### config.mk
export PLATFORM = sky130hd
export DESIGN_NAME = load_store_unit_flat
export DESIGN_NICKNAME = d
export VERILOG_FILES = /design/src/rtl/lsu_pkg.sv /design/src/rtl/load_store_unit_if.sv /design/src/rtl/load_align.sv /design/src/rtl/load_store_unit.sv /design/src/flat_wrapper.sv
export SDC_FILE = /design/constraint.sdc
export NUM_CORES = 1
export LEC_CHECK = 0
export CAP_MARGIN = 20
export CORE_UTILIZATION = 30
export DETAILED_ROUTE_END_ITERATION = 16
export PLACE_DENSITY_LB_ADDON = 0.12
export SYNTH_ARGS = -nofsm -noshare
export SYNTH_HDL_FRONTEND = slang
export SYNTH_SLANG_ARGS = --single-unit
### constraint.sdc
create_clock -name clk_i -period 3.9 [get_ports clk_i]
set_input_delay 0.39 -clock clk_i [delete_from_list [all_inputs] [get_ports clk_i]]
set_output_delay 0.39 -clock clk_i [all_outputs]
set_load 0.1 [all_outputs]
### src/rtl/lsu_pkg.sv
// Shared definitions for the load/store unit: FSM states, funct3 size/sign
// codes, timeout length and store lane-placement helpers.
package lsu_pkg;

  localparam int unsigned XLEN           = 32;
  localparam int unsigned CNT_W          = 8;
  localparam int unsigned TIMEOUT_CYCLES = 255;

  typedef enum logic {
    IDLE = 1'b0,
    WAIT = 1'b1
  } state_e;

  // funct3 encodings; bit 2 set means zero-extend on loads
  localparam logic [2:0] F3_LB  = 3'b000;
  localparam logic [2:0] F3_LH  = 3'b001;
  localparam logic [2:0] F3_LW  = 3'b010;
  localparam logic [2:0] F3_LBU = 3'b100;
  localparam logic [2:0] F3_LHU = 3'b101;

  // Access size taken from funct3[1:0]
  localparam logic [1:0] SZ_BYTE = 2'b00;
  localparam logic [1:0] SZ_HALF = 2'b01;
  localparam logic [1:0] SZ_WORD = 2'b10;

  // Legal encoding and natural alignment for the given byte offset
  function automatic logic access_ok(input logic [2:0] f3, input logic [1:0] off);
    logic ok;
    ok = 1'b0;
    case (f3)
      F3_LB, F3_LBU: ok = 1'b1;
      F3_LH, F3_LHU: ok = ~off[0];
      F3_LW:         ok = (off == 2'b00);
      default:       ok = 1'b0;
    endcase
    return ok;
  endfunction

  // Byte enables for a store of the given size at the given offset
  function automatic logic [3:0] store_be(input logic [1:0] sz, input logic [1:0] off);
    logic [3:0] be;
    case (sz)
      SZ_BYTE: be = 4'b0001 << off;
      SZ_HALF: be = off[1] ? 4'b1100 : 4'b0011;
      default: be = 4'b1111;
    endcase
    return be;
  endfunction

  // Store data replicated into every lane so the enables pick the right copy
  function automatic logic [XLEN-1:0] store_wdata(input logic [1:0] sz, input logic [XLEN-1:0] d);
    logic [XLEN-1:0] w;
    case (sz)
      SZ_BYTE: w = {4{d[7:0]}};
      SZ_HALF: w = {2{d[15:0]}};
      default: w = d;
    endcase
    return w;
  endfunction

endpackage

### src/rtl/load_store_unit_if.sv
// Data-memory bus between the load/store unit (master) and memory (slave).
// Ports: dmemReq_o/dmemWe_o request and write enable, dmemAddr_o word address,
// dmemWdata_o/dmemBe_o lane-placed data and byte enables, dmemRdata_i read
// word, dmemAck_i completion strobe.
interface load_store_unit_if;
  logic        dmemReq_o;
  logic        dmemWe_o;
  logic [31:0] dmemAddr_o;
  logic [31:0] dmemWdata_o;
  logic [3:0]  dmemBe_o;
  logic [31:0] dmemRdata_i;
  logic        dmemAck_i;

  modport master (
    output dmemReq_o, dmemWe_o, dmemAddr_o, dmemWdata_o, dmemBe_o,
    input  dmemRdata_i, dmemAck_i
  );

  modport slave (
    input  dmemReq_o, dmemWe_o, dmemAddr_o, dmemWdata_o, dmemBe_o,
    output dmemRdata_i, dmemAck_i
  );
endinterface

### src/rtl/load_align.sv
// Combinational load lane extraction and sign/zero extension.
// Ports: rdata_i read word, offset_i byte offset, funct3_i size/sign,
// result_o extended 32-bit load value.
module load_align
  import lsu_pkg::*;
(
  input  logic [XLEN-1:0] rdata_i,
  input  logic [1:0]      offset_i,
  input  logic [2:0]      funct3_i,
  output logic [XLEN-1:0] result_o
);

  logic [XLEN-1:0] shifted;
  logic            sign_ext;

  // Shift the addressed lane down to bit 0, then extend by size
  always_comb begin
    shifted  = rdata_i >> {offset_i, 3'b000};
    sign_ext = ~funct3_i[2];
    result_o = rdata_i;
    case (funct3_i[1:0])
      SZ_BYTE: result_o = {{24{sign_ext & shifted[7]}}, shifted[7:0]};
      SZ_HALF: result_o = {{16{sign_ext & shifted[15]}}, shifted[15:0]};
      default: result_o = rdata_i;
    endcase
  end

endmodule

### src/rtl/load_store_unit.sv
// Load/store unit: accepts one memory access in IDLE, issues it on the data
// bus, waits for ack (or times out), then reports writeback or error.
// Ports: clk_i/reset_i clock and async active-high reset; memEn_i, memWr_i,
// funct3_i, addr_i, storeData_i, rd_i describe the access; dmem is the
// data-memory bus; loadResult_o/loadrd_o writeback data and destination;
// wbValid_o completion pulse, busy_o stall, error_o fault pulse.
module load_store_unit
  import lsu_pkg::*;
(
  input  logic                   clk_i,
  input  logic                   reset_i,
  input  logic                   memEn_i,
  input  logic                   memWr_i,
  input  logic [2:0]             funct3_i,
  input  logic [XLEN-1:0]        addr_i,
  input  logic [XLEN-1:0]        storeData_i,
  input  logic [4:0]             rd_i,
  load_store_unit_if.master      dmem,
  output logic signed [XLEN-1:0] loadResult_o,
  output logic [4:0]             loadrd_o,
  output logic                   wbValid_o,
  output logic                   busy_o,
  output logic                   error_o
);

  state_e            state_q, state_d;
  logic [CNT_W-1:0]  cnt_q, cnt_d;
  logic              req_q, req_d;
  logic              we_q, we_d;
  logic [XLEN-1:0]   addr_q, addr_d;
  logic [XLEN-1:0]   wdata_q, wdata_d;
  logic [3:0]        be_q, be_d;
  logic [1:0]        off_q, off_d;
  logic [2:0]        f3_q, f3_d;
  logic [4:0]        rd_q, rd_d;
  logic [XLEN-1:0]   res_q, res_d;
  logic              wb_q, wb_d;
  logic [4:0]        lrd_q, lrd_d;
  logic              err_q, err_d;
  logic [XLEN-1:0]   align_res;

  load_align u_load_align (
    .rdata_i  (dmem.dmemRdata_i),
    .offset_i (off_q),
    .funct3_i (f3_q),
    .result_o (align_res)
  );

  // State and output registers
  always_ff @(posedge clk_i or posedge reset_i) begin
    if (reset_i) begin
      state_q <= IDLE;
      cnt_q   <= '0;
      req_q   <= 1'b0;
      we_q    <= 1'b0;
      addr_q  <= '0;
      wdata_q <= '0;
      be_q    <= '0;
      off_q   <= '0;
      f3_q    <= '0;
      rd_q    <= '0;
      res_q   <= '0;
      wb_q    <= 1'b0;
      lrd_q   <= '0;
      err_q   <= 1'b0;
    end else begin
      state_q <= state_d;
      cnt_q   <= cnt_d;
      req_q   <= req_d;
      we_q    <= we_d;
      addr_q  <= addr_d;
      wdata_q <= wdata_d;
      be_q    <= be_d;
      off_q   <= off_d;
      f3_q    <= f3_d;
      rd_q    <= rd_d;
      res_q   <= res_d;
      wb_q    <= wb_d;
      lrd_q   <= lrd_d;
      err_q   <= err_d;
    end
  end

  // Next-state and registered-output logic
  always_comb begin
    state_d = state_q;
    cnt_d   = cnt_q;
    req_d   = req_q;
    we_d    = we_q;
    addr_d  = addr_q;
    wdata_d = wdata_q;
    be_d    = be_q;
    off_d   = off_q;
    f3_d    = f3_q;
    rd_d    = rd_q;
    res_d   = res_q;
    wb_d    = 1'b0;
    lrd_d   = '0;
    err_d   = 1'b0;

    case (state_q)
      IDLE: begin
        // Ack seen here belongs to nothing and is ignored
        if (memEn_i) begin
          if (access_ok(funct3_i, addr_i[1:0])) begin
            state_d = WAIT;
            cnt_d   = '0;
            req_d   = 1'b1;
            we_d    = memWr_i;
            addr_d  = {addr_i[XLEN-1:2], 2'b00};
            wdata_d = store_wdata(funct3_i[1:0], storeData_i);
            be_d    = store_be(funct3_i[1:0], addr_i[1:0]);
            off_d   = addr_i[1:0];
            f3_d    = funct3_i;
            rd_d    = rd_i;
          end else begin
            err_d = 1'b1;
          end
        end
      end
      WAIT: begin
        if (dmem.dmemAck_i) begin
          state_d = IDLE;
          req_d   = 1'b0;
          we_d    = 1'b0;
          wb_d    = 1'b1;
          if (!we_q) begin
            lrd_d = rd_q;
            res_d = align_res;
          end
        end else if (cnt_q == CNT_W'(TIMEOUT_CYCLES - 1)) begin
          // Last allowed wait cycle expired without ack: abandon the access
          state_d = IDLE;
          req_d   = 1'b0;
          we_d    = 1'b0;
          err_d   = 1'b1;
        end else begin
          cnt_d = cnt_q + CNT_W'(1);
        end
      end
      default: state_d = IDLE;
    endcase
  end

  assign dmem.dmemReq_o   = req_q;
  assign dmem.dmemWe_o    = we_q;
  assign dmem.dmemAddr_o  = addr_q;
  assign dmem.dmemWdata_o = wdata_q;
  assign dmem.dmemBe_o    = be_q;

  assign loadResult_o = res_q;
  assign loadrd_o     = lrd_q;
  assign wbValid_o    = wb_q;
  assign busy_o       = (state_q == WAIT);
  assign error_o      = err_q;

endmodule

### src/flat_wrapper.sv
// flat-port wrapper written by rule: the top's interface ports become plain ports
module load_store_unit_flat import lsu_pkg::*;
  (clk_i, reset_i, memEn_i, memWr_i, funct3_i, addr_i, storeData_i, rd_i, loadResult_o, loadrd_o, wbValid_o, busy_o, error_o, dmem_dmemReq_o, dmem_dmemWe_o, dmem_dmemAddr_o, dmem_dmemWdata_o, dmem_dmemBe_o, dmem_dmemRdata_i, dmem_dmemAck_i);
  load_store_unit_if dmem_i ();
  input  logic clk_i;
  input  logic reset_i;
  input  logic memEn_i;
  input  logic memWr_i;
  input  logic [2:0] funct3_i;
  input  logic [XLEN-1:0] addr_i;
  input  logic [XLEN-1:0] storeData_i;
  input  logic [4:0] rd_i;
  output logic signed [XLEN-1:0] loadResult_o;
  output logic [4:0] loadrd_o;
  output logic wbValid_o;
  output logic busy_o;
  output logic error_o;
  output wire logic [$bits(dmem_i.dmemReq_o)-1:0] dmem_dmemReq_o;
  output wire logic [$bits(dmem_i.dmemWe_o)-1:0] dmem_dmemWe_o;
  output wire logic [$bits(dmem_i.dmemAddr_o)-1:0] dmem_dmemAddr_o;
  output wire logic [$bits(dmem_i.dmemWdata_o)-1:0] dmem_dmemWdata_o;
  output wire logic [$bits(dmem_i.dmemBe_o)-1:0] dmem_dmemBe_o;
  input wire logic [$bits(dmem_i.dmemRdata_i)-1:0] dmem_dmemRdata_i;
  input wire logic [$bits(dmem_i.dmemAck_i)-1:0] dmem_dmemAck_i;
  assign dmem_dmemReq_o = dmem_i.dmemReq_o;
  assign dmem_dmemWe_o = dmem_i.dmemWe_o;
  assign dmem_dmemAddr_o = dmem_i.dmemAddr_o;
  assign dmem_dmemWdata_o = dmem_i.dmemWdata_o;
  assign dmem_dmemBe_o = dmem_i.dmemBe_o;
  assign dmem_i.dmemRdata_i = dmem_dmemRdata_i;
  assign dmem_i.dmemAck_i = dmem_dmemAck_i;
  load_store_unit u_core (.clk_i(clk_i), .reset_i(reset_i), .memEn_i(memEn_i), .memWr_i(memWr_i), .funct3_i(funct3_i), .addr_i(addr_i), .storeData_i(storeData_i), .rd_i(rd_i), .dmem(dmem_i), .loadResult_o(loadResult_o), .loadrd_o(loadrd_o), .wbValid_o(wbValid_o), .busy_o(busy_o), .error_o(error_o));
endmodule
==> results of run 1 <==
cell usage in the layout, fill, tap and decap left out, types with 2 or more instances in the layout:
| master | Yosys | final |
|---|---|---|
| clkdlybuf4s50_1 | 0 | 216 |
| dfrtp_1 | 126 | 126 |
| nand2_1 | 69 | 69 |
| mux2_4 | 47 | 47 |
| o21ai_0 | 39 | 39 |
| nand3_1 | 38 | 38 |
| mux2i_1 | 30 | 30 |
| nor2_1 | 28 | 28 |
| a21oi_1 | 22 | 22 |
| clkbuf_16 | 0 | 17 |
| nand2b_1 | 10 | 10 |
| inv_1 | 9 | 8 |
| o22ai_1 | 8 | 8 |
| a22oi_1 | 8 | 8 |
| nor2b_1 | 8 | 7 |
| a32oi_1 | 7 | 7 |
| o21ai_1 | 7 | 7 |
| and2_1 | 6 | 6 |
| o2bb2ai_1 | 6 | 6 |
| clkinv_4 | 0 | 5 |
| buf_4 | 2 | 5 |
| nand3b_1 | 4 | 4 |
| o211ai_1 | 3 | 3 |
| nor3_1 | 3 | 3 |
| clkinvlp_4 | 0 | 3 |
| inv_6 | 0 | 3 |
| and3_1 | 2 | 2 |
| a21o_1 | 2 | 2 |
| ha_1 | 2 | 2 |
| conb_1 | 1 | 2 |
| clkinv_2 | 0 | 2 |
| bufinv_16 | 0 | 2 |
| buf_12 | 0 | 2 |
stage by stage:
step | instances | instance area, um^2 | worst slack, ns | utilization, % | hold slack, ns
after floorplan | 536 | 5920 | 0.154 | - | 0.454
after global placement | 987 | 8290 | 1.45 | 42.7 | 0.464
after detailed placement | 987 | 8290 | 1.40 | 42.7 | 0.473
after CTS | 1019 | 8880 | 1.29 | 45.8 | 0.487
after global routing | 1019 | 8880 | 1.22 | 45.8 | 0.507
final | 1019 | 8880 | 1.32 | 45.8 | 0.481
metal layers:
layer  global-route usage, %  part of all wire, %  up-vias
met5                       0                    0        -
met4                    4.70                 0.52        0
met3                    6.19                  7.8        6
met2                    26.3                   46      150
met1                    22.9                   46     2327
li1                        -                    -     2286
power by group:
| part | total [uW] | switching [uW] | internal, uW |
|---|---|---|---|
| sequential | 2000 | 303 | 1690 |
| clock | 1580 | 631 | 949 |
| combinational | 4240 | 3190 | 1050 |
| total | 7810 | 4120 | 3690 |
cells by family (layout without fill, tap and decap cells):
family / after synthesis / in the layout / synth area share (%)
adder cells (fa/ha/maj): 2 / 2 / 0.423
AO/OA/AOI/OAI: 108 / 108 / 11.1
XOR/XNOR: 1 / 1 / 0.148
flip-flops: 126 / 126 / 53.3
buffers and inverters: 46 / 264 / 4.23
AND/OR/NAND/NOR: 174 / 174 / 13.8
other: 1 / 2 / 0.0633
multiplexers: 77 / 77 / 17.0
flip-flops by register name, summed over array words and instances, names as in the netlist, 2 cells and up:
signal and flops:
u_core.cnt_q 8, u_core.dmem.dmemAddr_o 30, u_core.dmem.dmemBe_o 4, u_core.dmem.dmemWdata_o 32
u_core.f3_q 3, u_core.loadResult_o 32, u_core.loadrd_o 5, u_core.off_q 2
u_core.rd_q 5
path summary, 6_finish.rpt:
| kind | to | slack [ns] | from | cells after the start |
|---|---|---|---|---|
| setup / recovery | busy_o | 1.32 | u_core.busy_o | 1 |
| hold / removal | u_core.dmem.dmemWdata_o[27] | 0.48 | u_core.dmem.dmemWdata_o[27] | 2 |
| setup reg to reg | u_core.loadResult_o[21] | 1.45 | u_core.off_q[1] | 4 |
| hold reg to reg | u_core.dmem.dmemWdata_o[27] | 0.48 | u_core.dmem.dmemWdata_o[27] | 2 |
| max in group asynchronous | u_core.dmem.dmemAddr_o[9] | 2.55 | reset_i | 3 |
| min in group asynchronous | u_core.dmem.dmemAddr_o[20] | 0.49 | reset_i | 2 |
final cells by class:
cell class / instances / share of cell area [%]
Sequential cell: 126 / 35.5
Multi-Input combinational cell: 364 / 28.5
Timing Repair Buffer: 223 / 25.2
Clock buffer: 17 / 4.79
Tap cell: 265 / 3.73
Clock inverter: 15 / 1.83
Inverter: 9 / 0.409
worst register-to-register path, cell delays in order (launching register included):
cell and delay, ns:
dfrtp_1 0.83, mux2i_1 0.45, mux2i_1 0.15, o2111ai_2 0.70, nand3_1 0.16
==> impl_metrics.toml, run 1 <==
[status]
outcome = "finished clean"

[floorplanning]
dieArea_um2 = 20300
dieHeight_um = 142
die_w_um = 142
start_util_pct = 30.5
coreArea_um2 = 19400
row_count = 51
ios = 219

[synthesis]
synth.most_common_cell = "dfrtp_1"
yosysWarnings = 0
yosys.area.top_type = "dfrtp_1"
synth-async-reset-ratio_pct = 100
synthesis.area_um2 = 5920
yosys-top-cells-count = "126 x dfrtp_1, 69 x nand2_1, 47 x mux2_4, 39 x o21ai_0, 38 x nand3_1"
syn_area_per_cell_um2 = 11.1
synth_top_area_share_pct = 53.3
synth_ff_type = "dfrtp_1"
ys_seq_elements = 126
postSynthCellCount = 535
ys_top_cells_by_area = "dfrtp_1 53%, mux2_4 12%, mux2i_1 5.1%"
seq_area_frac_synth_pct = 53.3
yosysUniqueCellTypes = 42
synth_edf_count = 0

[clock_network]
cts_num_sinks = 126
post_cts_buffers = 0
cts_tree = "yes"
cts.clk_slew.worst_paths_ns = 0.06
root_buffer = "clkbuf_16"
clockBufferDepth = 2
clk_latency_ns = 0.40
ctsHoldBuffers = 0
cts.repair.resized = 0
cts_max_level = 4
numCtsBuffers = 17

[global_route]
grt_max_degree = 78
grt_pass1_wl_mm = 26.7
antenna_found_initial = 0
grtUsageTotal_pct = 17.2
grt_pass1_vias = 4797
grt_overflow_total = 0

[setup_path]
worstSetupStartpointType = "register"
crit_slowest_cell = "clkdlybuf4s50_1"
critPathKind = "reg2out"
worstPathCellList = "clkdlybuf4s50_1"
cp_max_fo = 13
cpLargestDelayFamily = "buffers and inverters"
end_kind = "output port"
arrival_ns = 2.19
slowest_delay_ns = 1.21
cp.required_ns = 3.51
worst-path-buf-inv = 1

[sta]
final-hold-violation-count = 0
finalSetupViolCount = 0
skew_ns = 0.00588
fin_crit_sh_pct = 66.1
fin_crit_ns = 2.58
tns_ns = 0
drv_slew = 0
fmax_ghz = 0.388
tightest_slew_ns = 1.13
slew_headroom_pct = 24.7
rsz0062_at_grt = "no"

[final_layout]
antennaDiodeCount = 0
multiInputGateArea_um2 = 2530
fin_nets = 852
n_fill_cell = 1829
area_delta_synth_final_pct = 50.0
drive_gt1_share_pct = 12.3
seq_area_um2 = 3150

[power_and_ir_drop]
total_power_uw = 7810
power.density_nw_per_um2 = 880
ir_worst_vdd_mv = 0.361
p_leak_uw = 0.00393

[routing]
vias = 4769
drc = 0
wl_mm = 17.1
ant_nets = 0
drt_iter0_drc = 249
drt-vias-per-instance = 4.68
wl_per_cell_um = 16.8
drtPass1Iterations = 4

[placed_design]
place_congestion = 0.880
hpwlAfterDp_mm = 12.0
io_buffers = 216

[min_path]
hold_path.class = "reg2reg"

[job]
maxCapViolCount = 0
Power figures use the tool's default switching activity.
==> run 2: changes to the inputs <==
==> constraint.sdc (replaced) <==
create_clock -name clk_i -period 2.6 [get_ports clk_i]
set_input_delay 0.26 -clock clk_i [delete_from_list [all_inputs] [get_ports clk_i]]
set_output_delay 0.26 -clock clk_i [all_outputs]
set_load 0.1 [all_outputs]
==> run 2 against run 1 <==
Against the previous run:
- setup slack worse by 0.50 ns
- non-clock buffer count up 8
- utilization down 0.59 points
- first-iteration DRC count shrank 2.0%
- sequential power up 47%
- final cell count rose by 0.79%
- clock skew up 0.00056 ns
- combinational power up 47%
- die area stayed put
- count of clock-buffer cells in the layout increased by 2
- critical endpoint is now u_core.dmem.dmemAddr_o[26]
==> impl_metrics.toml, run 2 (synthesis results as in run 1) <==
[status]
outcome = "finished clean"

[routing]
wl_per_cell_um = 16.4
drt_iter0_drc = 244
drc = 0
ant_nets = 0
wl_mm = 16.9
vias = 4762
drtPass1Iterations = 4
drt-vias-per-instance = 4.64

[sta]
fin_ws_ns = 0.824
rsz0062_at_grt = "no"
skew_ns = 0.00644
tightest_slew_ns = 0.621
fin_crit_ns = 1.78
slew_headroom_pct = 58.6
tns_ns = 0
drv_slew = 0
fmax_ghz = 0.563
fin_crit_sh_pct = 68.3
finalSetupViolCount = 0
final-hold-violation-count = 0

[setup_path]
cpLargestDelayFamily = "buffers and inverters"
cp.required_ns = 2.90
cp.depth = 5
critPathKind = "in2reg"
crit_slowest_cell = "clkdlybuf4s50_1"
cp-endpoint = "u_core.dmem.dmemAddr_o[26]"
end_kind = "register"
r2r_slack_ns = 0.83
slowest_delay_ns = 0.60
crit_path_start = "addr_i[0]"
rr_worst_depth = 5
worstPathCellList = "clkdlybuf4s50_1 -> a21oi_1 -> o21ai_4 -> buf_12 -> mux2_4"
cp_max_fo = 79
worst-path-buf-inv = 2
rr_startpoint = "u_core.busy_o"
r2r_end = "u_core.loadResult_o[23]"
arrival_ns = 2.07
worstSetupStartpointType = "input port"

[final_layout]
area_delta_synth_final_pct = 48.0
multiInputGateArea_um2 = 2530
n_fill_cell = 1867
seq_area_um2 = 3150
mostFrequentLayoutCell = "dfrtp_1"
drive_gt1_share_pct = 27.3
final_cell_mix = "126 x dfrtp_1, 119 x buf_4, 108 x clkdlybuf4s50_1"
antennaDiodeCount = 0
fin_nets = 860

[floorplanning]
die_w_um = 142
row_count = 51
ios = 219
start_util_pct = 30.5
dieArea_um2 = 20300
dieHeight_um = 142
coreArea_um2 = 19400

[clock_network]
cts_num_sinks = 126
post_cts_buffers = 0
clockBufferDepth = 2
cts_tree = "yes"
cts_max_level = 4
clk_latency_ns = 0.41
cts.repair.resized = 0
root_buffer = "clkbuf_16"
numCtsBuffers = 17
cts.clk_slew.worst_paths_ns = 0.06
ctsHoldBuffers = 0

[job]
maxCapViolCount = 0

[global_route]
grtUsageTotal_pct = 16.7
grt_pass1_wl_mm = 25.6
grt_max_degree = 80
grt_overflow_total = 0
antenna_found_initial = 0
grt_pass1_vias = 4735

[placed_design]
io_buffers = 216
place_congestion = 0.840
hpwlAfterDp_mm = 12.4
post-place-ws_ns = 0.403

[power_and_ir_drop]
p_leak_uw = 0.00413
ir_worst_vdd_mv = 0.654
power.density_nw_per_um2 = 1350

[min_path]
hold_path.class = "in2async"
## run 2: cell types whose count changed in the layout (fill, tap and decap cells not counted), sizes merged
cell and delta:
buf +116, clkdlybuf4s50 -108, inv -4, bufinv +3, clkbuf +2, clkinv -1
## run 2: cell type report
type                            count  share of cell area [%]
Clock buffer                       19                    5.05
Clock inverter                     13                    2.44
Inverter                            9                   0.428
Multi-Input combinational cell    364                    28.9
Sequential cell                   126                    36.0
Tap cell                          265                    3.78
Timing Repair Buffer              231                    23.4
## run 2: where the power goes
group	switching [uW]	internal [uW]	leakage, uW
Combinational	4820	1410	0.00227
Clock	904	1730	0.000313
Sequential	409	2540	0.00155
Total	6140	5690	0.00413
## run 2: worst min path at each step
stage / cells after the start / endpoint / startpoint / slack (ns)
4_1_cts: 2 / u_core.loadrd_o[4] / reset_i / 0.27
2_1_floorplan: 1 / u_core.dmem.dmemAddr_o[10] / addr_i[10] / 0.41
6_report: 2 / u_core.loadrd_o[3] / reset_i / 0.26
5_1_grt: 2 / u_core.loadrd_o[4] / reset_i / 0.29
3_5_place_dp: 2 / u_core.loadResult_o[6] / u_core.loadResult_o[6] / 0.47
3_3_place_gp: 1 / u_core.loadrd_o[0] / u_core.rd_q[0] / 0.46
## run 2: worst register-to-register path, delay by kind of cell, from the launching register on
| family | cells | cell delay, ns |
|---|---|---|
| flops | 1 | 0.58 |
| buf+inv | 1 | 0.34 |
| simple gates | 4 | 0.77 |
## run 2: per-layer routing
metal	track usage, %	wire length (um)	vias up
met5	0	0	-
met3	6.06	1380	13
met2	26.2	7820	172
met1	21.2	7460	2273
li1	-	-	2304
met4	5.38	193	0
## run 2: per-stage QoR
stage          instance area (um^2)  instances  hold slack, ns  total power, uW  utilization (%)
2_1_floorplan                  5930        536           0.409             7790                -
3_3_place_gp                   8110        995           0.461             9210             41.8
3_5_place_dp                   8110        995           0.472             9250             41.8
4_1_cts                        8760       1027           0.271            11900             45.2
5_1_grt                        8760       1027           0.290            12300             45.2
6_report                       8760       1027           0.264            11800             45.2
